===== src/rtl/circle_if.sv =====
// Handshake and pixel bus between a circle requester and the circle rasteriser.
interface circle_if #(
  parameter int XW = 8,
  parameter int YW = 7,
  parameter int RW = 8
);
  logic          start;
  logic [2:0]    colour;
  logic [XW-1:0] centre_x;
  logic [YW-1:0] centre_y;
  logic [RW-1:0] radius;
  logic [7:0]    octant_mask;
  logic          fill;
  logic          busy;
  logic          done;
  logic [XW-1:0] vga_x;
  logic [YW-1:0] vga_y;
  logic [2:0]    vga_colour;
  logic          vga_plot;

  modport master (
    output start, colour, centre_x, centre_y, radius, octant_mask, fill,
    input  busy, done, vga_x, vga_y, vga_colour, vga_plot
  );

  modport slave (
    input  start, colour, centre_x, centre_y, radius, octant_mask, fill,
    output busy, done, vga_x, vga_y, vga_colour, vga_plot
  );
endinterface


===== src/rtl/circle_engine.sv =====
// Midpoint circle rasteriser: outline with per-octant mask, or filled disc
// drawn as horizontal spans. Emits one registered pixel request per clock.
module circle_engine #(
  parameter int XW       = 8,
  parameter int YW       = 7,
  parameter int RW       = 8,
  parameter int SCREEN_W = 160,
  parameter int SCREEN_H = 120
) (
  input logic      clk,
  input logic      rst_n,
  circle_if.slave  bus
);

  // Working width wide enough that centre +/- radius never wraps.
  localparam int MXY = (XW > YW) ? XW : YW;
  localparam int CW  = ((MXY > RW) ? MXY : RW) + 3;
  localparam int KW  = RW + 3;

  localparam logic signed [CW-1:0] ZERO  = '0;
  localparam logic signed [CW-1:0] ONE   = CW'(1);
  localparam logic signed [CW-1:0] MAX_X = CW'(SCREEN_W);
  localparam logic signed [CW-1:0] MAX_Y = CW'(SCREEN_H);

  typedef enum logic [2:0] {IDLE, INIT, OUTLINE, SPAN, DONE} state_t;

  state_t state;

  // Latched request
  logic signed [CW-1:0] cx, cy;
  logic [RW-1:0]        rad;
  logic [2:0]           col;
  logic [7:0]           mask;
  logic                 fill_mode;

  // Midpoint iteration state
  logic signed [CW-1:0] ox, oy, sx;
  logic signed [KW-1:0] crit;
  logic [2:0]           oct;
  logic [1:0]           span;
  logic                 drain;

  // Registered outputs
  logic          busy_r, done_r, plot_r;
  logic [XW-1:0] x_r;
  logic [YW-1:0] y_r;
  logic [2:0]    colour_r;

  // Combinational step / pixel signals
  logic signed [CW-1:0] crit_w, oy_n, ox_n, crit_n;
  logic signed [CW-1:0] hw, sx_start, dx, dy, px, py;
  logic                 cont, span_end, iter_end, plot_en;

  // Pixel is visible only when both signed coordinates fall inside the screen.
  function automatic logic on_screen(input logic signed [CW-1:0] x,
                                     input logic signed [CW-1:0] y);
    return (x >= ZERO) && (x < MAX_X) && (y >= ZERO) && (y < MAX_Y);
  endfunction

  // Midpoint decision: next (ox, oy, crit) using the already-updated values.
  always_comb begin
    crit_w = CW'(crit);
    oy_n   = oy + ONE;
    if (crit_w <= ZERO) begin
      ox_n   = ox;
      crit_n = crit_w + (oy_n <<< 1) + ONE;
    end else begin
      ox_n   = ox - ONE;
      crit_n = crit_w + ((oy_n - ox_n) <<< 1) + ONE;
    end
    cont = (oy_n <= ox_n);
  end

  // Offset of the pixel emitted this cycle, for outline octants or fill spans.
  always_comb begin
    hw       = span[1] ? oy : ox;
    span_end = (sx == hw);
    sx_start = (span == 2'd0) ? -ox : -oy;
    iter_end = ((state == OUTLINE) && (oct == 3'd7)) ||
               ((state == SPAN) && (span == 2'd3) && span_end);
    dx = ZERO;
    dy = ZERO;
    if (state == SPAN) begin
      dx = sx;
      case (span)
        2'd0:    dy = oy;
        2'd1:    dy = -oy;
        2'd2:    dy = ox;
        default: dy = -ox;
      endcase
    end else begin
      case (oct)
        3'd0:    begin dx = ox;  dy = oy;  end
        3'd1:    begin dx = oy;  dy = ox;  end
        3'd2:    begin dx = -oy; dy = ox;  end
        3'd3:    begin dx = -ox; dy = oy;  end
        3'd4:    begin dx = -ox; dy = -oy; end
        3'd5:    begin dx = -oy; dy = -ox; end
        3'd6:    begin dx = oy;  dy = -ox; end
        default: begin dx = ox;  dy = -oy; end
      endcase
    end
    px      = cx + dx;
    py      = cy + dy;
    plot_en = on_screen(px, py) && (fill_mode || mask[oct]);
  end

  // Datapath: latch the request, then advance the midpoint and span counters.
  always_ff @(posedge clk) begin
    case (state)
      IDLE: begin
        if (bus.start) begin
          cx        <= CW'(bus.centre_x);
          cy        <= CW'(bus.centre_y);
          rad       <= bus.radius;
          col       <= bus.colour;
          mask      <= bus.octant_mask;
          fill_mode <= bus.fill;
        end
      end
      INIT: begin
        ox   <= CW'(rad);
        oy   <= ZERO;
        crit <= KW'(1) - KW'(rad);
        sx   <= ZERO - CW'(rad);
      end
      OUTLINE: begin
        if (!drain && iter_end) begin
          ox   <= ox_n;
          oy   <= oy_n;
          crit <= KW'(crit_n);
        end
      end
      SPAN: begin
        if (!drain) begin
          if (span_end) begin
            if (span == 2'd3) begin
              ox   <= ox_n;
              oy   <= oy_n;
              crit <= KW'(crit_n);
              sx   <= -ox_n;
            end else begin
              sx <= sx_start;
            end
          end else begin
            sx <= sx + ONE;
          end
        end
      end
      default: ;
    endcase
  end

  // Control FSM and registered pixel outputs.
  always_ff @(posedge clk or negedge rst_n) begin
    if (!rst_n) begin
      state    <= IDLE;
      busy_r   <= 1'b0;
      done_r   <= 1'b0;
      plot_r   <= 1'b0;
      x_r      <= '0;
      y_r      <= '0;
      colour_r <= '0;
      oct      <= '0;
      span     <= '0;
      drain    <= 1'b0;
    end else begin
      case (state)
        IDLE: begin
          plot_r <= 1'b0;
          done_r <= 1'b0;
          if (bus.start) begin
            busy_r <= 1'b1;
            state  <= INIT;
          end
        end
        INIT: begin
          plot_r <= 1'b0;
          oct    <= '0;
          span   <= '0;
          drain  <= 1'b0;
          state  <= fill_mode ? SPAN : OUTLINE;
        end
        OUTLINE, SPAN: begin
          if (drain) begin
            // Last pixel of the final iteration has been presented.
            plot_r <= 1'b0;
            busy_r <= 1'b0;
            done_r <= 1'b1;
            drain  <= 1'b0;
            state  <= DONE;
          end else begin
            x_r      <= px[XW-1:0];
            y_r      <= py[YW-1:0];
            colour_r <= col;
            plot_r   <= plot_en;
            if (state == OUTLINE) begin
              oct <= oct + 3'd1;
            end else if (span_end) begin
              span <= span + 2'd1;
            end
            if (iter_end && !cont) begin
              drain <= 1'b1;
            end
          end
        end
        DONE: begin
          plot_r <= 1'b0;
          busy_r <= 1'b0;
          done_r <= 1'b1;
          if (!bus.start) begin
            done_r <= 1'b0;
            state  <= IDLE;
          end
        end
        default: state <= IDLE;
      endcase
    end
  end

  assign bus.busy       = busy_r;
  assign bus.done       = done_r;
  assign bus.vga_plot   = plot_r;
  assign bus.vga_x      = x_r;
  assign bus.vga_y      = y_r;
  assign bus.vga_colour = colour_r;

endmodule


===== src/flat_wrapper.sv =====
// flat-port wrapper written by rule: the top's interface ports become plain ports
module circle_engine_flat 
#(
  parameter int XW       = 8,
  parameter int YW       = 7,
  parameter int RW       = 8,
  parameter int SCREEN_W = 160,
  parameter int SCREEN_H = 120
)
  (clk, rst_n, bus_start, bus_colour, bus_centre_x, bus_centre_y, bus_radius, bus_octant_mask, bus_fill, bus_busy, bus_done, bus_vga_x, bus_vga_y, bus_vga_colour, bus_vga_plot);
  circle_if #(.XW(XW), .YW(YW), .RW(RW)) bus_i ();
  input logic clk;
  input logic rst_n;
  input wire logic [$bits(bus_i.start)-1:0] bus_start;
  input wire logic [$bits(bus_i.colour)-1:0] bus_colour;
  input wire logic [$bits(bus_i.centre_x)-1:0] bus_centre_x;
  input wire logic [$bits(bus_i.centre_y)-1:0] bus_centre_y;
  input wire logic [$bits(bus_i.radius)-1:0] bus_radius;
  input wire logic [$bits(bus_i.octant_mask)-1:0] bus_octant_mask;
  input wire logic [$bits(bus_i.fill)-1:0] bus_fill;
  output wire logic [$bits(bus_i.busy)-1:0] bus_busy;
  output wire logic [$bits(bus_i.done)-1:0] bus_done;
  output wire logic [$bits(bus_i.vga_x)-1:0] bus_vga_x;
  output wire logic [$bits(bus_i.vga_y)-1:0] bus_vga_y;
  output wire logic [$bits(bus_i.vga_colour)-1:0] bus_vga_colour;
  output wire logic [$bits(bus_i.vga_plot)-1:0] bus_vga_plot;
  assign bus_i.start = bus_start;
  assign bus_i.colour = bus_colour;
  assign bus_i.centre_x = bus_centre_x;
  assign bus_i.centre_y = bus_centre_y;
  assign bus_i.radius = bus_radius;
  assign bus_i.octant_mask = bus_octant_mask;
  assign bus_i.fill = bus_fill;
  assign bus_busy = bus_i.busy;
  assign bus_done = bus_i.done;
  assign bus_vga_x = bus_i.vga_x;
  assign bus_vga_y = bus_i.vga_y;
  assign bus_vga_colour = bus_i.vga_colour;
  assign bus_vga_plot = bus_i.vga_plot;
  circle_engine #(.XW(XW), .YW(YW), .RW(RW), .SCREEN_W(SCREEN_W), .SCREEN_H(SCREEN_H)) u_core (.clk(clk), .rst_n(rst_n), .bus(bus_i));
endmodule

===== config.mk =====
export PLATFORM = sky130hd
export DESIGN_NAME = circle_engine_flat
export DESIGN_NICKNAME = d
export VERILOG_FILES = /design/src/rtl/circle_if.sv /design/src/rtl/circle_engine.sv /design/src/flat_wrapper.sv
export SDC_FILE = /design/constraint.sdc
export NUM_CORES = 1
export LEC_CHECK = 0
export CAP_MARGIN = 10
export CORE_MARGIN = 2
export CORE_UTILIZATION = 35
export DETAILED_ROUTE_END_ITERATION = 7
export SYNTH_ARGS = -nofsm -noshare
export SYNTH_HDL_FRONTEND = slang
export SYNTH_SLANG_ARGS = --single-unit

===== constraint.sdc =====
create_clock -name clk -period 5.2 [get_ports clk]
set_input_delay 0.78 -clock clk [delete_from_list [all_inputs] [get_ports clk]]
set_output_delay 0.78 -clock clk [all_outputs]
set_load 0.01 [all_outputs]

==> results of run 1 <==
[registers in the layout, indices dropped and copies added, names as in the netlist]
register	flops
u_core.oct	3
u_core.span	2
u_core.drain	1
u_core.cy	7
u_core.bus.vga_colour	3
u_core.rad	8
u_core.cx	8
u_core.oy	11
u_core.bus.vga_y	7
u_core.bus.busy	1
u_core.sx	11
u_core.ox	11
u_core.state	3
u_core.bus.done	1
u_core.crit	11
u_core.bus.vga_x	8
u_core.bus.vga_plot	1
u_core.fill_mode	1
u_core.col	3
u_core.mask	8
[path summary, 6_finish.rpt]
kind / start / to / slack, ns / cells past startpoint
max in group asynchronous: rst_n / u_core.state[0] / 4.08 / 2
hold reg to reg: u_core.col[0] / u_core.bus.vga_colour[0] / 0.44 / 2
hold / removal: u_core.col[0] / u_core.bus.vga_colour[0] / 0.44 / 2
setup reg to reg: u_core.oct[0] / u_core.bus.vga_plot / 0.59 / 16
setup / recovery: u_core.oct[0] / u_core.bus.vga_plot / 0.59 / 16
min in group asynchronous: rst_n / u_core.bus.vga_x[5] / 0.82 / 2
[cell usage after synthesis (5+ instances only)]
cell type,instances
nand2_1,117
nor2_1,107
a21oi_1,81
xnor2_1,81
edfxtp_1,79
ha_1,72
o21ai_0,65
clkbuf_1,49
inv_1,38
xor2_1,34
dfrtp_1,30
nand3_1,26
mux2i_1,24
nor3_1,20
a211oi_1,19
a21o_1,19
a31oi_1,14
and2_1,13
nor2b_1,13
o21ai_1,12
a221oi_1,11
or3_1,11
a22oi_1,10
nand2b_1,9
nand4_1,8
nor4_1,8
o21bai_1,8
buf_1,7
buf_2,7
o21a_1,7
a222oi_1,5
buf_6,5
fa_1,5
nor3b_1,5
o211ai_1,5
o31ai_1,5
[worst reg2reg max path, stage by stage (launching register included)]
cell	delay [ns]
dfrtp_1	0.49
ha_1	0.30
ha_1	0.24
or2_1	0.39
o31ai_2	0.43
a21oi_1	0.15
ha_1	0.26
fa_1	0.44
a211oi_1	0.25
o21bai_1	0.11
a21o_1	0.20
a21oi_1	0.32
nand2_1	0.09
mux2_1	0.31
o22ai_1	0.13
o311ai_0	0.15
o32ai_1	0.25
[logic make-up after synthesis]
family,after synthesis,share of synthesized area
compound gates,298,0.201
xor+xnor,115,0.105
buf+inv,107,0.0469
flops,109,0.327
mux,33,0.0381
fa+ha+maj,77,0.105
simple gates,359,0.177
[metrics by stage]
stage,cell area (sq um),setup slack [ns],std cells,power [mW]
6_report,10800,0.593,1472,7.50
5_1_grt,10800,0.191,1472,8.20
4_1_cts,10800,0.467,1472,7.48
3_5_place_dp,10500,0.524,1456,6.74
3_3_place_gp,10500,0.514,1456,6.67
2_1_floorplan,9560,0.352,1098,5.33
[cell usage in the layout (no fill, tap or decap), drive strengths merged, types with 24 or more instances in the layout]
cell,netlist,layout
xor2,34,34
clkdlybuf4s50,0,58
nand3,26,26
o21ai,77,77
nand2,117,117
ha,72,72
xnor2,81,81
dfrtp,30,30
mux2i,24,24
inv,39,43
buf,19,27
edfxtp,79,79
nor2,107,107
a21oi,81,81
[final cells by class]
type,instances,share of cell area
repair buffers,85,0.0728
clock buffers,9,0.0209
multi-input cells,882,0.558
inverters,39,0.0136
clock inverters,7,0.00523
flip-flops and latches,109,0.290
well taps,341,0.0396
[power by group through the flow]
| stage | clock network, mW | registers (mW) | logic [mW] |
|---|---|---|---|
| floorplan | 0 | 1.51 | 3.82 |
| global placement | 0 | 1.65 | 5.03 |
| detailed placement | 0 | 1.65 | 5.09 |
| CTS | 0.719 | 1.63 | 5.13 |
| global route | 0.749 | 1.67 | 5.77 |
| finish | 0.701 | 1.64 | 5.16 |
[routing by layer]
metal	vias to the layer above	part of all wire	GRT usage
met5	-	0	0
met4	0	0.021	0.0524
met3	38	0.069	0.0401
met2	286	0.45	0.322
met1	4012	0.46	0.297
li1	4042	-	-
==> flow_summary.html, run 1 <==
<table>
<tr><th>Metric</th><th>Value</th></tr>
<tr><th colspan="2">Die</th></tr>
<tr><td>Overall die width</td><td>169 um</td></tr>
<tr><td>Initial standard-cell utilization of the core</td><td>0.356</td></tr>
<tr><td>Area enclosed by the die boundary</td><td>28,600 sq um</td></tr>
<tr><td>Rows</td><td>60</td></tr>
<tr><td>CORE AREA</td><td>26,900 sq um</td></tr>
<tr><td>Overall die height</td><td>169 um</td></tr>
<tr><td>Io pins</td><td>59</td></tr>
<tr><th colspan="2">Synthesis</th></tr>
<tr><td>Number of warnings issued by yosys</td><td>0</td></tr>
<tr><td>Seq cells post-synth</td><td>109</td></tr>
<tr><td>Synth area leaders</td><td>edfxtp_1, ha_1, dfrtp_1</td></tr>
<tr><td>Sequential fraction of the synthesis area</td><td>0.327</td></tr>
<tr><td>Distinct cell type count after synthesis</td><td>77</td></tr>
<tr><td>Net count of the mapped netlist</td><td>1,213</td></tr>
<tr><td>EDFF count, synth</td><td>79</td></tr>
<tr><td>Fraction of registers with async set or reset after synthesis</td><td>0.275</td></tr>
<tr><td>Area share of the leading cell type in the synthesized netlist</td><td>0.248</td></tr>
<tr><td>Cell type with the highest aggregate area in the netlist</td><td>edfxtp_1</td></tr>
<tr><td>Post-Synthesis Cells</td><td>1,098</td></tr>
<tr><td>Commonest register cell after synthesis</td><td>edfxtp_1</td></tr>
<tr><td>Syn_area_per_cell</td><td>8.70 sq um</td></tr>
<tr><td>Cell area after synthesis</td><td>9560 sq um</td></tr>
<tr><th colspan="2">Timing</th></tr>
<tr><td>Post-route clock period utilization</td><td>0.886</td></tr>
<tr><td>Setup repair after global routing missed its margin</td><td>no</td></tr>
<tr><td>Transition at the pin with the smallest max-transition slack</td><td>0.899 ns</td></tr>
<tr><td>Final setup violating endpoints</td><td>0</td></tr>
<tr><td>Number of hold violations in the final report</td><td>0</td></tr>
<tr><td>Max Clk Rate</td><td>217 MHz</td></tr>
<tr><td>Time the final worst path needs with I/O delays and setup</td><td>4.61 ns</td></tr>
<tr><td>Worst slack on hold paths</td><td>0.442 ns</td></tr>
<tr><td>Final Slew Violations</td><td>0</td></tr>
<tr><td>Final sum of negative setup slack</td><td>0 ns</td></tr>
<tr><td>Worst clock skew</td><td>0.0107 ns</td></tr>
<tr><td>Relative max-transition margin</td><td>0.399</td></tr>
<tr><th colspan="2">Drt</th></tr>
<tr><td>Number of DRC markers in iteration 0</td><td>836</td></tr>
<tr><td>Total number of vias</td><td>8,378</td></tr>
<tr><td>Via/cell ratio</td><td>5.69</td></tr>
<tr><td>Wire length reported by the detailed router</td><td>29,300 um</td></tr>
<tr><td># DRC</td><td>0</td></tr>
<tr><td>Detailed-route wire length per cell</td><td>19.9 um</td></tr>
<tr><td>Pre-antenna DRT Iters</td><td>7</td></tr>
<tr><td>DRT antenna net count</td><td>0</td></tr>
<tr><th colspan="2">Power and ir drop</th></tr>
<tr><td>Internal power contribution</td><td>3.81 mW</td></tr>
<tr><td>Part of the total power dissipated in combinational logic</td><td>0.688</td></tr>
<tr><td>Worst supply voltage drop on vdd</td><td>0.253 mV</td></tr>
<tr><td>Switching power summed over all nets</td><td>3.69 mW</td></tr>
<tr><td>Proportion of total power due to net switching</td><td>0.492</td></tr>
<tr><td>Fraction of power consumed by sequential logic</td><td>0.219</td></tr>
<tr><td>Leakage power summed over all cells</td><td>4.14 nW</td></tr>
<tr><td>Power density normalized to cell area</td><td>697 nW/um^2</td></tr>
<tr><td>Clock power share</td><td>0.093</td></tr>
<tr><th colspan="2">CTS</th></tr>
<tr><td>Sink Count</td><td>109</td></tr>
<tr><td>Maximum root-to-sink buffer count</td><td>2</td></tr>
<tr><td>TritonCTS clock tree</td><td>yes</td></tr>
<tr><td># Post-CTS Setup Buffers</td><td>0</td></tr>
<tr><td>Number of hold buffers added after cts</td><td>0</td></tr>
<tr><td>Insertion delay of the later-clocked pin in the worst-skew pair</td><td>0.37 ns</td></tr>
<tr><td>Clock tree root buffer cell</td><td>clkbuf_16</td></tr>
<tr><td>Number of buffers inserted during clock tree synthesis</td><td>9</td></tr>
<tr><td>Number of gates given a new drive strength after cts</td><td>0</td></tr>
<tr><td>Clock transition at the registers of the reported paths</td><td>0.08 ns</td></tr>
<tr><td>H-tree levels</td><td>3</td></tr>
<tr><th colspan="2">Setup path</th></tr>
<tr><td>Worst path cell trace</td><td>ha_1 -&gt; ha_1 -&gt; or2_1 -&gt; o31ai_2 -&gt; a21oi_1 -&gt; ha_1 -&gt; fa_1 -&gt; a211oi_1 -&gt; o21bai_1 -&gt; a21o_1 -&gt; a21oi_1 -&gt; nand2_1 -&gt; mux2_1 -&gt; o22ai_1 -&gt; o311ai_0 -&gt; o32ai_1</td></tr>
<tr><td>Highest fanout seen on the critical path</td><td>10</td></tr>
<tr><td>Cell class contributing the biggest share of worst-path delay</td><td>compound AO/OA/AOI/OAI gates</td></tr>
<tr><td>Worst stage delay on the critical path</td><td>0.49 ns</td></tr>
<tr><td>Type of element capturing the critical path</td><td>flip-flop</td></tr>
<tr><td>Cell repeated most along the worst path</td><td>ha_1</td></tr>
<tr><td>CP Launch Type</td><td>flip-flop</td></tr>
<tr><td>Sum of buffers and inverters on the critical path</td><td>0</td></tr>
<tr><td>Critical Path AT</td><td>4.87 ns</td></tr>
<tr><td>Critical path's slowest cell</td><td>dfrtp_1</td></tr>
<tr><td>Startpoint-to-endpoint class of the critical path</td><td>reg -&gt; reg</td></tr>
<tr><td>Worst endpoint required time</td><td>5.46 ns</td></tr>
<tr><th colspan="2">Cells and area</th></tr>
<tr><td>Ratio of cells with drive above 1 in the final layout</td><td>0.0584</td></tr>
<tr><td>Number of antenna repair diodes</td><td>0</td></tr>
<tr><td>Multi-input gate area in the final layout</td><td>6000 sq um</td></tr>
<tr><td>Layout filler cell count</td><td>2,734</td></tr>
<tr><td>Sequential standard cell area</td><td>3120 sq um</td></tr>
<tr><td>Core utilization of the finished layout</td><td>0.400</td></tr>
<tr><td>Layout Area Growth over Synthesis</td><td>12.6%</td></tr>
<tr><td>Number of nets at the end of the flow</td><td>1,241</td></tr>
<tr><th colspan="2">Global routing</th></tr>
<tr><td>Antenna violations before repair</td><td>0</td></tr>
<tr><td>Largest net degree at the start of global routing</td><td>36</td></tr>
<tr><td>Global-route wire length before repair</td><td>46,100 um</td></tr>
<tr><td>Total global routing track utilization</td><td>0.208</td></tr>
<tr><td>Final global-route overflow total</td><td>0</td></tr>
<tr><td>Vias in the first global route</td><td>8,039</td></tr>
<tr><th colspan="2">Place</th></tr>
<tr><td>Number of port buffers</td><td>58</td></tr>
<tr><td>Final weighted congestion of routability-driven global placement</td><td>0.972</td></tr>
<tr><td>Sum of net half-perimeters after detailed placement</td><td>22,500 um</td></tr>
<tr><th colspan="2">Flow run</th></tr>
<tr><td>Max-cap violations</td><td>0</td></tr>
<tr><th colspan="2">Status</th></tr>
<tr><td>Outcome</td><td>completed</td></tr>
<tr><th colspan="2">Hold path</th></tr>
<tr><td>Type of the worst min-delay path</td><td>reg -&gt; reg</td></tr>
</table>
No activity file was read; power rests on OpenSTA's default activity.
==> run 2: changes to the inputs <==
ABC_AREA = 1   (was default)
==> run 2 against run 1 <==
Critical endpoint unchanged; first-iteration DRC count up 5.7%; clock-buffer cell count stayed put; final cell count is 24% higher; register-to-register slack worse by 0.15 ns; via count rose by 17%; non-clock buffer count is 13 lower; setup slack worse by 0.15 ns; area after synthesis up 3.1%.
==> flow_summary.html, run 2 <==
<table>
<tr><th>Metric</th><th>Value</th></tr>
<tr><th colspan="2">Status</th></tr>
<tr><td>Outcome</td><td>completed</td></tr>
<tr><th colspan="2">Die</th></tr>
<tr><td>Overall die width</td><td>172 um (+1.5%)</td></tr>
<tr><td>Io pins</td><td>59 (unchanged)</td></tr>
<tr><td>Area enclosed by the die boundary</td><td>29,500 sq um (+3.1%)</td></tr>
<tr><td>CORE AREA</td><td>27,800 sq um (+3.4%)</td></tr>
<tr><td>Overall die height</td><td>172 um (+1.5%)</td></tr>
<tr><td>Rows</td><td>61 (+1.7%)</td></tr>
<tr><td>Initial standard-cell utilization of the core</td><td>0.355 (-0.000831)</td></tr>
<tr><th colspan="2">Drt</th></tr>
<tr><td>Detailed-route wire length per cell</td><td>18.8 um (-5.5%)</td></tr>
<tr><td>Via/cell ratio</td><td>5.39 (-5.3%)</td></tr>
<tr><td>DRT antenna net count</td><td>0 (unchanged)</td></tr>
<tr><td>Wire length reported by the detailed router</td><td>34,300 um (+17%)</td></tr>
<tr><td>Pre-antenna DRT Iters</td><td>5 (-2)</td></tr>
<tr><td>Total number of vias</td><td>9,823 (+17%)</td></tr>
<tr><td>Number of DRC markers in iteration 0</td><td>884 (+5.7%)</td></tr>
<tr><td># DRC</td><td>0 (unchanged)</td></tr>
<tr><th colspan="2">Place</th></tr>
<tr><td>Number of port buffers</td><td>58 (unchanged)</td></tr>
<tr><td>Number of placed instances, taps included</td><td>1,806 (+24%)</td></tr>
<tr><td>Setup slack after placement</td><td>0.519 ns (-0.00511 ns)</td></tr>
<tr><td>Final weighted congestion of routability-driven global placement</td><td>1.00 (+3.1%)</td></tr>
<tr><td>Sum of net half-perimeters after detailed placement</td><td>27,000 um (+20%)</td></tr>
<tr><th colspan="2">Setup path</th></tr>
<tr><td>Type of element capturing the critical path</td><td>flip-flop</td></tr>
<tr><td>Highest fanout seen on the critical path</td><td>25 (+15)</td></tr>
<tr><td>CP Launch Type</td><td>flip-flop</td></tr>
<tr><td>Worst endpoint required time</td><td>5.52 ns (+0.06 ns)</td></tr>
<tr><td>Startpoint-to-endpoint class of the critical path</td><td>reg -&gt; reg</td></tr>
<tr><td>Critical Path AT</td><td>5.08 ns (+0.21 ns)</td></tr>
<tr><th colspan="2">Global routing</th></tr>
<tr><td>Total global routing track utilization</td><td>0.238 (+0.0306)</td></tr>
<tr><td>Global-route wire length before repair</td><td>53,400 um (+16%)</td></tr>
<tr><td>Antenna violations before repair</td><td>0 (unchanged)</td></tr>
<tr><td>Final global-route overflow total</td><td>0 (unchanged)</td></tr>
<tr><td>Largest net degree at the start of global routing</td><td>37 (+2.8%)</td></tr>
<tr><td>Vias in the first global route</td><td>9,221 (+15%)</td></tr>
<tr><th colspan="2">CTS</th></tr>
<tr><td>Maximum root-to-sink buffer count</td><td>2 (unchanged)</td></tr>
<tr><td>Insertion delay of the later-clocked pin in the worst-skew pair</td><td>0.38 ns (about the same)</td></tr>
<tr><td>Clock tree root buffer cell</td><td>clkbuf_16</td></tr>
<tr><td>Clock transition at the registers of the reported paths</td><td>0.09 ns (about the same)</td></tr>
<tr><td>Number of hold buffers added after cts</td><td>0 (unchanged)</td></tr>
<tr><td>Number of buffers inserted during clock tree synthesis</td><td>9 (unchanged)</td></tr>
<tr><td>H-tree levels</td><td>3 (unchanged)</td></tr>
<tr><td>Sink Count</td><td>109 (unchanged)</td></tr>
<tr><td># Post-CTS Setup Buffers</td><td>0 (unchanged)</td></tr>
<tr><td>TritonCTS clock tree</td><td>yes</td></tr>
<tr><td>Number of gates given a new drive strength after cts</td><td>0 (unchanged)</td></tr>
<tr><th colspan="2">Synthesis</th></tr>
<tr><td>Number of warnings issued by yosys</td><td>0 (unchanged)</td></tr>
<tr><td>Sequential fraction of the synthesis area</td><td>0.317 (-0.00992)</td></tr>
<tr><td>Net count of the mapped netlist</td><td>1,502 (+24%)</td></tr>
<tr><td>Fraction of registers with async set or reset after synthesis</td><td>0.275 (unchanged)</td></tr>
<tr><td>Distinct cell type count after synthesis</td><td>53 (-31%)</td></tr>
<tr><td>Synth area leaders</td><td>edfxtp_1, nand2_1, ha_1</td></tr>
<tr><td>Syn_area_per_cell</td><td>7.11 sq um (-18%)</td></tr>
<tr><td>Seq cells post-synth</td><td>109 (unchanged)</td></tr>
<tr><td>Area share of the leading cell type in the synthesized netlist</td><td>0.241 (-0.00753)</td></tr>
<tr><td>EDFF count, synth</td><td>79 (unchanged)</td></tr>
<tr><td>Most common cell in the synthesized netlist</td><td>nand2_1</td></tr>
<tr><td>Commonest register cell after synthesis</td><td>edfxtp_1</td></tr>
<tr><td>Post-Synthesis Cells</td><td>1,387 (+26%)</td></tr>
<tr><td>Leading cell types by count after synthesis</td><td>nand2_1, inv_1, nor2_1</td></tr>
<tr><td>Cell area after synthesis</td><td>9860 sq um (+3.1%)</td></tr>
<tr><td>Cell type with the highest aggregate area in the netlist</td><td>edfxtp_1</td></tr>
<tr><th colspan="2">Timing</th></tr>
<tr><td>Relative max-transition margin</td><td>0.308 (-0.0906)</td></tr>
<tr><td>Final Slew Violations</td><td>0 (unchanged)</td></tr>
<tr><td>Time the final worst path needs with I/O delays and setup</td><td>4.76 ns (+0.153 ns)</td></tr>
<tr><td>Post-route clock period utilization</td><td>0.915 (+0.0294)</td></tr>
<tr><td>Min setup slack post-route</td><td>0.440 ns (-0.153 ns)</td></tr>
<tr><td>Setup repair after global routing missed its margin</td><td>no</td></tr>
<tr><td>Final sum of negative setup slack</td><td>0 ns (unchanged)</td></tr>
<tr><td>Max Clk Rate</td><td>210 MHz (-3.2%)</td></tr>
<tr><td>Final setup violating endpoints</td><td>0 (unchanged)</td></tr>
<tr><td>Worst clock skew</td><td>0.0136 ns (+0.00297 ns)</td></tr>
<tr><td>Number of hold violations in the final report</td><td>0 (unchanged)</td></tr>
<tr><td>Transition at the pin with the smallest max-transition slack</td><td>1.03 ns (+0.136 ns)</td></tr>
<tr><th colspan="2">Cells and area</th></tr>
<tr><td>Filler-free cell count of the finished design</td><td>1,822 (+24%)</td></tr>
<tr><td>Layout Area Growth over Synthesis</td><td>13.6%</td></tr>
<tr><td>Core utilization of the finished layout</td><td>0.403 (+0.00244)</td></tr>
<tr><td>Leading cell types in the layout, fill and taps excluded</td><td>nand2_1, inv_1, nor2_1, nand3_1, o21ai_0</td></tr>
<tr><td>Layout filler cell count</td><td>2,935 (+7.4%)</td></tr>
<tr><td>Number of antenna repair diodes</td><td>0 (unchanged)</td></tr>
<tr><td>Ratio of cells with drive above 1 in the final layout</td><td>0.0512 (-0.00711)</td></tr>
<tr><td>Leading cell type in the layout, fill and taps excluded</td><td>nand2_1</td></tr>
<tr><td>Number of nets at the end of the flow</td><td>1,554 (+25%)</td></tr>
<tr><th colspan="2">Hold path</th></tr>
<tr><td>Type of the worst min-delay path</td><td>reg -&gt; reg</td></tr>
<tr><th colspan="2">Flow run</th></tr>
<tr><td>Max-cap violations</td><td>0 (unchanged)</td></tr>
</table>
==> run 2: changes by cell type after synthesis, sizes merged, moves of 20 or more <==
cell    delta
nand2    +256
inv      +137
nand3     +81
xnor2     -70
o21ai     +44
clkbuf    -29
nor2      +29
mux2i     -24
o22ai     +20
==> run 2: path summary, 6_finish.rpt <==
| check | startpoint | endpoint | slack [ns] | cells after the start |
|---|---|---|---|---|
| min in group asynchronous | rst_n | u_core.bus.vga_y[4] | 0.79 | 2 |
| max in group asynchronous | rst_n | u_core.span[0] | 4.09 | 2 |
| worst min-delay path | u_core.col[0] | u_core.bus.vga_colour[0] | 0.46 | 2 |
| worst max register to register | u_core.span[1] | u_core.bus.vga_plot | 0.44 | 21 |
| worst min register to register | u_core.col[0] | u_core.bus.vga_colour[0] | 0.46 | 2 |
| worst max-delay path | u_core.span[1] | u_core.bus.vga_plot | 0.44 | 21 |
==> run 2: kinds of logic after synthesis <==
group | share of synthesized area
flip-flops | 0.317
XOR/XNOR | 0.0494
adder cells (fa/ha/maj) | 0.102
AND/OR/NAND/NOR | 0.281
AO/OA/AOI/OAI | 0.167
buffers and inverters | 0.0840
==> run 2: layer usage <==
layer,vias to the layer above,part of all wire,track usage
li1,4778,-,-
met1,4624,0.46,0.340
met2,364,0.44,0.362
met3,57,0.077,0.0513
met4,0,0.024,0.0665
met5,-,0,0
==> run 2: cell type report <==
class,count,area [sq um],area share
multi-input cells,1066,5910,0.528
flip-flops and latches,109,3120,0.279
repair buffers,72,686,0.0613
inverters,181,679,0.0607
well taps,378,473,0.0423
clock buffers,9,225,0.0201
clock inverters,7,93.8,0.00838
==> run 2: metrics by stage <==
step / area (sq um) / hold slack (ns)
after floorplan: 9860 / 0.426
after global placement: 10900 / 0.434
after detailed placement: 10900 / 0.438
after CTS: 11200 / 0.459
after global routing: 11200 / 0.501
final: 11200 / 0.458
==> run 2: worst max-delay path, cell delays in order, from the launching register on <==
cell and delay, ns:
dfrtp_1 0.87, ha_1 0.56, inv_1 0.35, nand2_1 0.61, a21oi_1 0.12, o21ai_0 0.19, o21ai_0 0.20, ha_1 0.28
fa_1 0.44, nand2_1 0.13, nand3_1 0.10, nand2_1 0.07, nand2_1 0.06, nand3_1 0.12, nand2_1 0.06, nor2_1 0.09
nand3_1 0.09, nor2_1 0.09, nand2_1 0.05, nor2_1 0.09, nand2_1 0.07, nand2_1 0.05
Power of run 2 is left out: the tool's default activity adds up to more than one toggle a clock period on the data nets, which glitch-free logic cannot reach.
==> run 3: changes to the inputs <==
CTS_BUF_LIST = sky130_fd_sc_hd__clkbuf_4   (was default)
==> run 3 against run 2 <==
Die area unchanged; first-iteration DRC count is 5.3% higher; setup slack worse by 0.059 ns; clock-buffer cell count unchanged; utilization is 0.56 points lower.
==> flow_summary.html, run 3 (synthesized netlist as in run 2, its figures left out) <==
<table>
<tr><th>Metric</th><th>Value</th></tr>
<tr><th colspan="2">Timing</th></tr>
<tr><td>Time the final worst path needs with I/O delays and setup</td><td>4.82 ns (+0.0587 ns)</td></tr>
<tr><td>Final setup violating endpoints</td><td>0 (unchanged)</td></tr>
<tr><td>Post-route clock period utilization</td><td>0.927 (+0.0113)</td></tr>
<tr><td>Final sum of negative setup slack</td><td>0 ns (unchanged)</td></tr>
<tr><td>Transition at the pin with the smallest max-transition slack</td><td>1.03 ns (-0.00206 ns)</td></tr>
<tr><td>Final Slew Violations</td><td>0 (unchanged)</td></tr>
<tr><td>Worst clock skew</td><td>0.0342 ns (+0.0206 ns)</td></tr>
<tr><td>Setup repair after global routing missed its margin</td><td>no</td></tr>
<tr><td>Max Clk Rate</td><td>208 MHz (-1.2%)</td></tr>
<tr><td>Number of hold violations in the final report</td><td>0 (unchanged)</td></tr>
<tr><td>Relative max-transition margin</td><td>0.310 (+0.00138)</td></tr>
<tr><th colspan="2">Global routing</th></tr>
<tr><td>Final global-route overflow total</td><td>0 (unchanged)</td></tr>
<tr><td>Total global routing track utilization</td><td>0.238 (-0.000295)</td></tr>
<tr><td>Vias in the first global route</td><td>9,176 (-0.49%)</td></tr>
<tr><td>Antenna violations before repair</td><td>1 (+1)</td></tr>
<tr><td>Largest net degree at the start of global routing</td><td>37 (unchanged)</td></tr>
<tr><td>Global-route wire length before repair</td><td>53,200 um (-0.27%)</td></tr>
<tr><th colspan="2">Cells and area</th></tr>
<tr><td>Layout Area Growth over Synthesis</td><td>12.0%</td></tr>
<tr><td>Core utilization of the finished layout</td><td>0.397 (-0.00558)</td></tr>
<tr><td>Layout filler cell count</td><td>2,951 (+0.55%)</td></tr>
<tr><td>Ratio of cells with drive above 1 in the final layout</td><td>0.0512 (unchanged)</td></tr>
<tr><td>Leading cell types in the layout, fill and taps excluded</td><td>nand2_1, inv_1, nor2_1, nand3_1, o21ai_0</td></tr>
<tr><td>Leading cell type in the layout, fill and taps excluded</td><td>nand2_1</td></tr>
<tr><td>Number of nets at the end of the flow</td><td>1,554 (unchanged)</td></tr>
<tr><th colspan="2">Drt</th></tr>
<tr><td>Via/cell ratio</td><td>5.39 (about the same)</td></tr>
<tr><td>Total number of vias</td><td>9,820 (-0.031%)</td></tr>
<tr><td># DRC</td><td>0 (unchanged)</td></tr>
<tr><td>Detailed-route wire length per cell</td><td>18.8 um (about the same)</td></tr>
<tr><td>Pre-antenna DRT Iters</td><td>6 (+1)</td></tr>
<tr><td>Number of DRC markers in iteration 0</td><td>931 (+5.3%)</td></tr>
<tr><td>Wire length reported by the detailed router</td><td>34,300 um (+0.12%)</td></tr>
<tr><td>DRT antenna net count</td><td>0 (unchanged)</td></tr>
<tr><th colspan="2">CTS</th></tr>
<tr><td>TritonCTS clock tree</td><td>yes</td></tr>
<tr><td># Post-CTS Setup Buffers</td><td>0 (unchanged)</td></tr>
<tr><td>Clock transition at the registers of the reported paths</td><td>0.23 ns (+0.14 ns)</td></tr>
<tr><td>Insertion delay of the later-clocked pin in the worst-skew pair</td><td>0.54 ns (+0.16 ns)</td></tr>
<tr><td>Number of hold buffers added after cts</td><td>0 (unchanged)</td></tr>
<tr><td>Number of buffers inserted during clock tree synthesis</td><td>9 (unchanged)</td></tr>
<tr><td>Maximum root-to-sink buffer count</td><td>2 (unchanged)</td></tr>
<tr><td>Number of gates given a new drive strength after cts</td><td>0 (unchanged)</td></tr>
<tr><td>H-tree levels</td><td>3 (unchanged)</td></tr>
<tr><td>Clock tree root buffer cell</td><td>clkbuf_4</td></tr>
<tr><td>Sink Count</td><td>109 (unchanged)</td></tr>
<tr><th colspan="2">Setup path</th></tr>
<tr><td>Type of element capturing the critical path</td><td>flip-flop</td></tr>
<tr><td>Highest fanout seen on the critical path</td><td>25 (unchanged)</td></tr>
<tr><td>Startpoint-to-endpoint class of the critical path</td><td>reg -&gt; reg</td></tr>
<tr><td>CP Launch Type</td><td>flip-flop</td></tr>
<tr><td>Reg2Reg Launch Point</td><td>u_core.span[1]</td></tr>
<tr><td>End of the worst register-to-register path</td><td>u_core.bus.vga_plot</td></tr>
<tr><td>Critical Path AT</td><td>5.32 ns (+0.24 ns)</td></tr>
<tr><td>Worst r2r path cells</td><td>21 (unchanged)</td></tr>
<tr><td>Worst endpoint required time</td><td>5.70 ns (+0.18 ns)</td></tr>
<tr><td>Setup slack, reg-to-reg</td><td>0.38 ns (-0.06 ns)</td></tr>
<tr><th colspan="2">Place</th></tr>
<tr><td>Final weighted congestion of routability-driven global placement</td><td>1.00 (unchanged)</td></tr>
<tr><td>Number of port buffers</td><td>58 (unchanged)</td></tr>
<tr><td>Sum of net half-perimeters after detailed placement</td><td>27,000 um (unchanged)</td></tr>
<tr><th colspan="2">Die</th></tr>
<tr><td>Io pins</td><td>59 (unchanged)</td></tr>
<tr><td>Overall die width</td><td>172 um (unchanged)</td></tr>
<tr><td>Rows</td><td>61 (unchanged)</td></tr>
<tr><td>Area enclosed by the die boundary</td><td>29,500 sq um (unchanged)</td></tr>
<tr><td>Overall die height</td><td>172 um (unchanged)</td></tr>
<tr><td>CORE AREA</td><td>27,800 sq um (unchanged)</td></tr>
<tr><td>Initial standard-cell utilization of the core</td><td>0.355 (unchanged)</td></tr>
<tr><th colspan="2">Flow run</th></tr>
<tr><td>Max-cap violations</td><td>0 (unchanged)</td></tr>
<tr><th colspan="2">Status</th></tr>
<tr><td>Outcome</td><td>completed</td></tr>
<tr><th colspan="2">Hold path</th></tr>
<tr><td>Hold Path Depth</td><td>2 (unchanged)</td></tr>
<tr><td>Endpoint with the worst hold slack</td><td>u_core.bus.vga_colour[0]</td></tr>
<tr><td>Type of the worst min-delay path</td><td>reg -&gt; reg</td></tr>
<tr><td>Launch instance of the worst min-delay path</td><td>u_core.col[0]</td></tr>
</table>
[run 3: cell count changes in the layout (fill, tap and decap cells not counted)]
cell and delta:
clkbuf_16 -9, clkbuf_4 +9, diode_2 +1
[run 3: worst max path at each step]
stage / from / endpoint / slack (ns)
global placement: u_core.span[1] / u_core.bus.vga_plot / 0.52
global route: u_core.span[1] / u_core.bus.vga_plot / 0.04
floorplan: u_core.ox[0] / u_core.crit[9] / 1.64
detailed placement: u_core.oct[0] / u_core.bus.vga_plot / 0.52
finish: u_core.span[1] / u_core.bus.vga_plot / 0.38
CTS: u_core.oct[0] / u_core.bus.vga_plot / 0.49
[run 3: per-stage QoR]
step / instance area, sq um / std cells / setup WS (ns) / hold slack (ns)
floorplan: 9860 / 1387 / 1.64 / 0.426
global placement: 10900 / 1806 / 0.518 / 0.434
detailed placement: 10900 / 1806 / 0.519 / 0.438
CTS: 11000 / 1822 / 0.491 / 0.485
global route: 11000 / 1823 / 0.0378 / 0.530
finish: 11000 / 1823 / 0.381 / 0.483
[run 3: critical path: stages (launching register included)]
cell and delay [ns]:
dfrtp_1 0.93, ha_1 0.56, inv_1 0.35, nand2_1 0.60
a21oi_1 0.12, o21ai_0 0.19, o21ai_0 0.22, ha_1 0.29
fa_1 0.45, nand2_1 0.13, nand3_1 0.10, nand2_1 0.07
nand2_1 0.06, nand3_1 0.13, nand2_1 0.06, nor2_1 0.09
nand3_1 0.09, nor2_1 0.09, nand2_1 0.05, nor2_1 0.09
nand2_1 0.07, nand2_1 0.05
[run 3: cell type report]
cell class,count,area (sq um),share of cell area
inverter,181,679,0.0616
antenna,1,2.50,0.000227
multi-input combinational,1066,5910,0.536
sequential,109,3120,0.283
tap,378,473,0.0429
timing repair buffer,72,686,0.0621
clock inverter,7,93.8,0.00850
clock buffer,9,67.6,0.00612
[run 3: routing by layer]
layer | vias up | global-route usage | share of wire
met5 | - | 0 | 0
met4 | 0 | 0.0654 | 0.024
met3 | 57 | 0.0504 | 0.078
met2 | 384 | 0.361 | 0.43
met1 | 4588 | 0.341 | 0.47
li1 | 4791 | - | -
Power of run 3 is left out for the same reason.
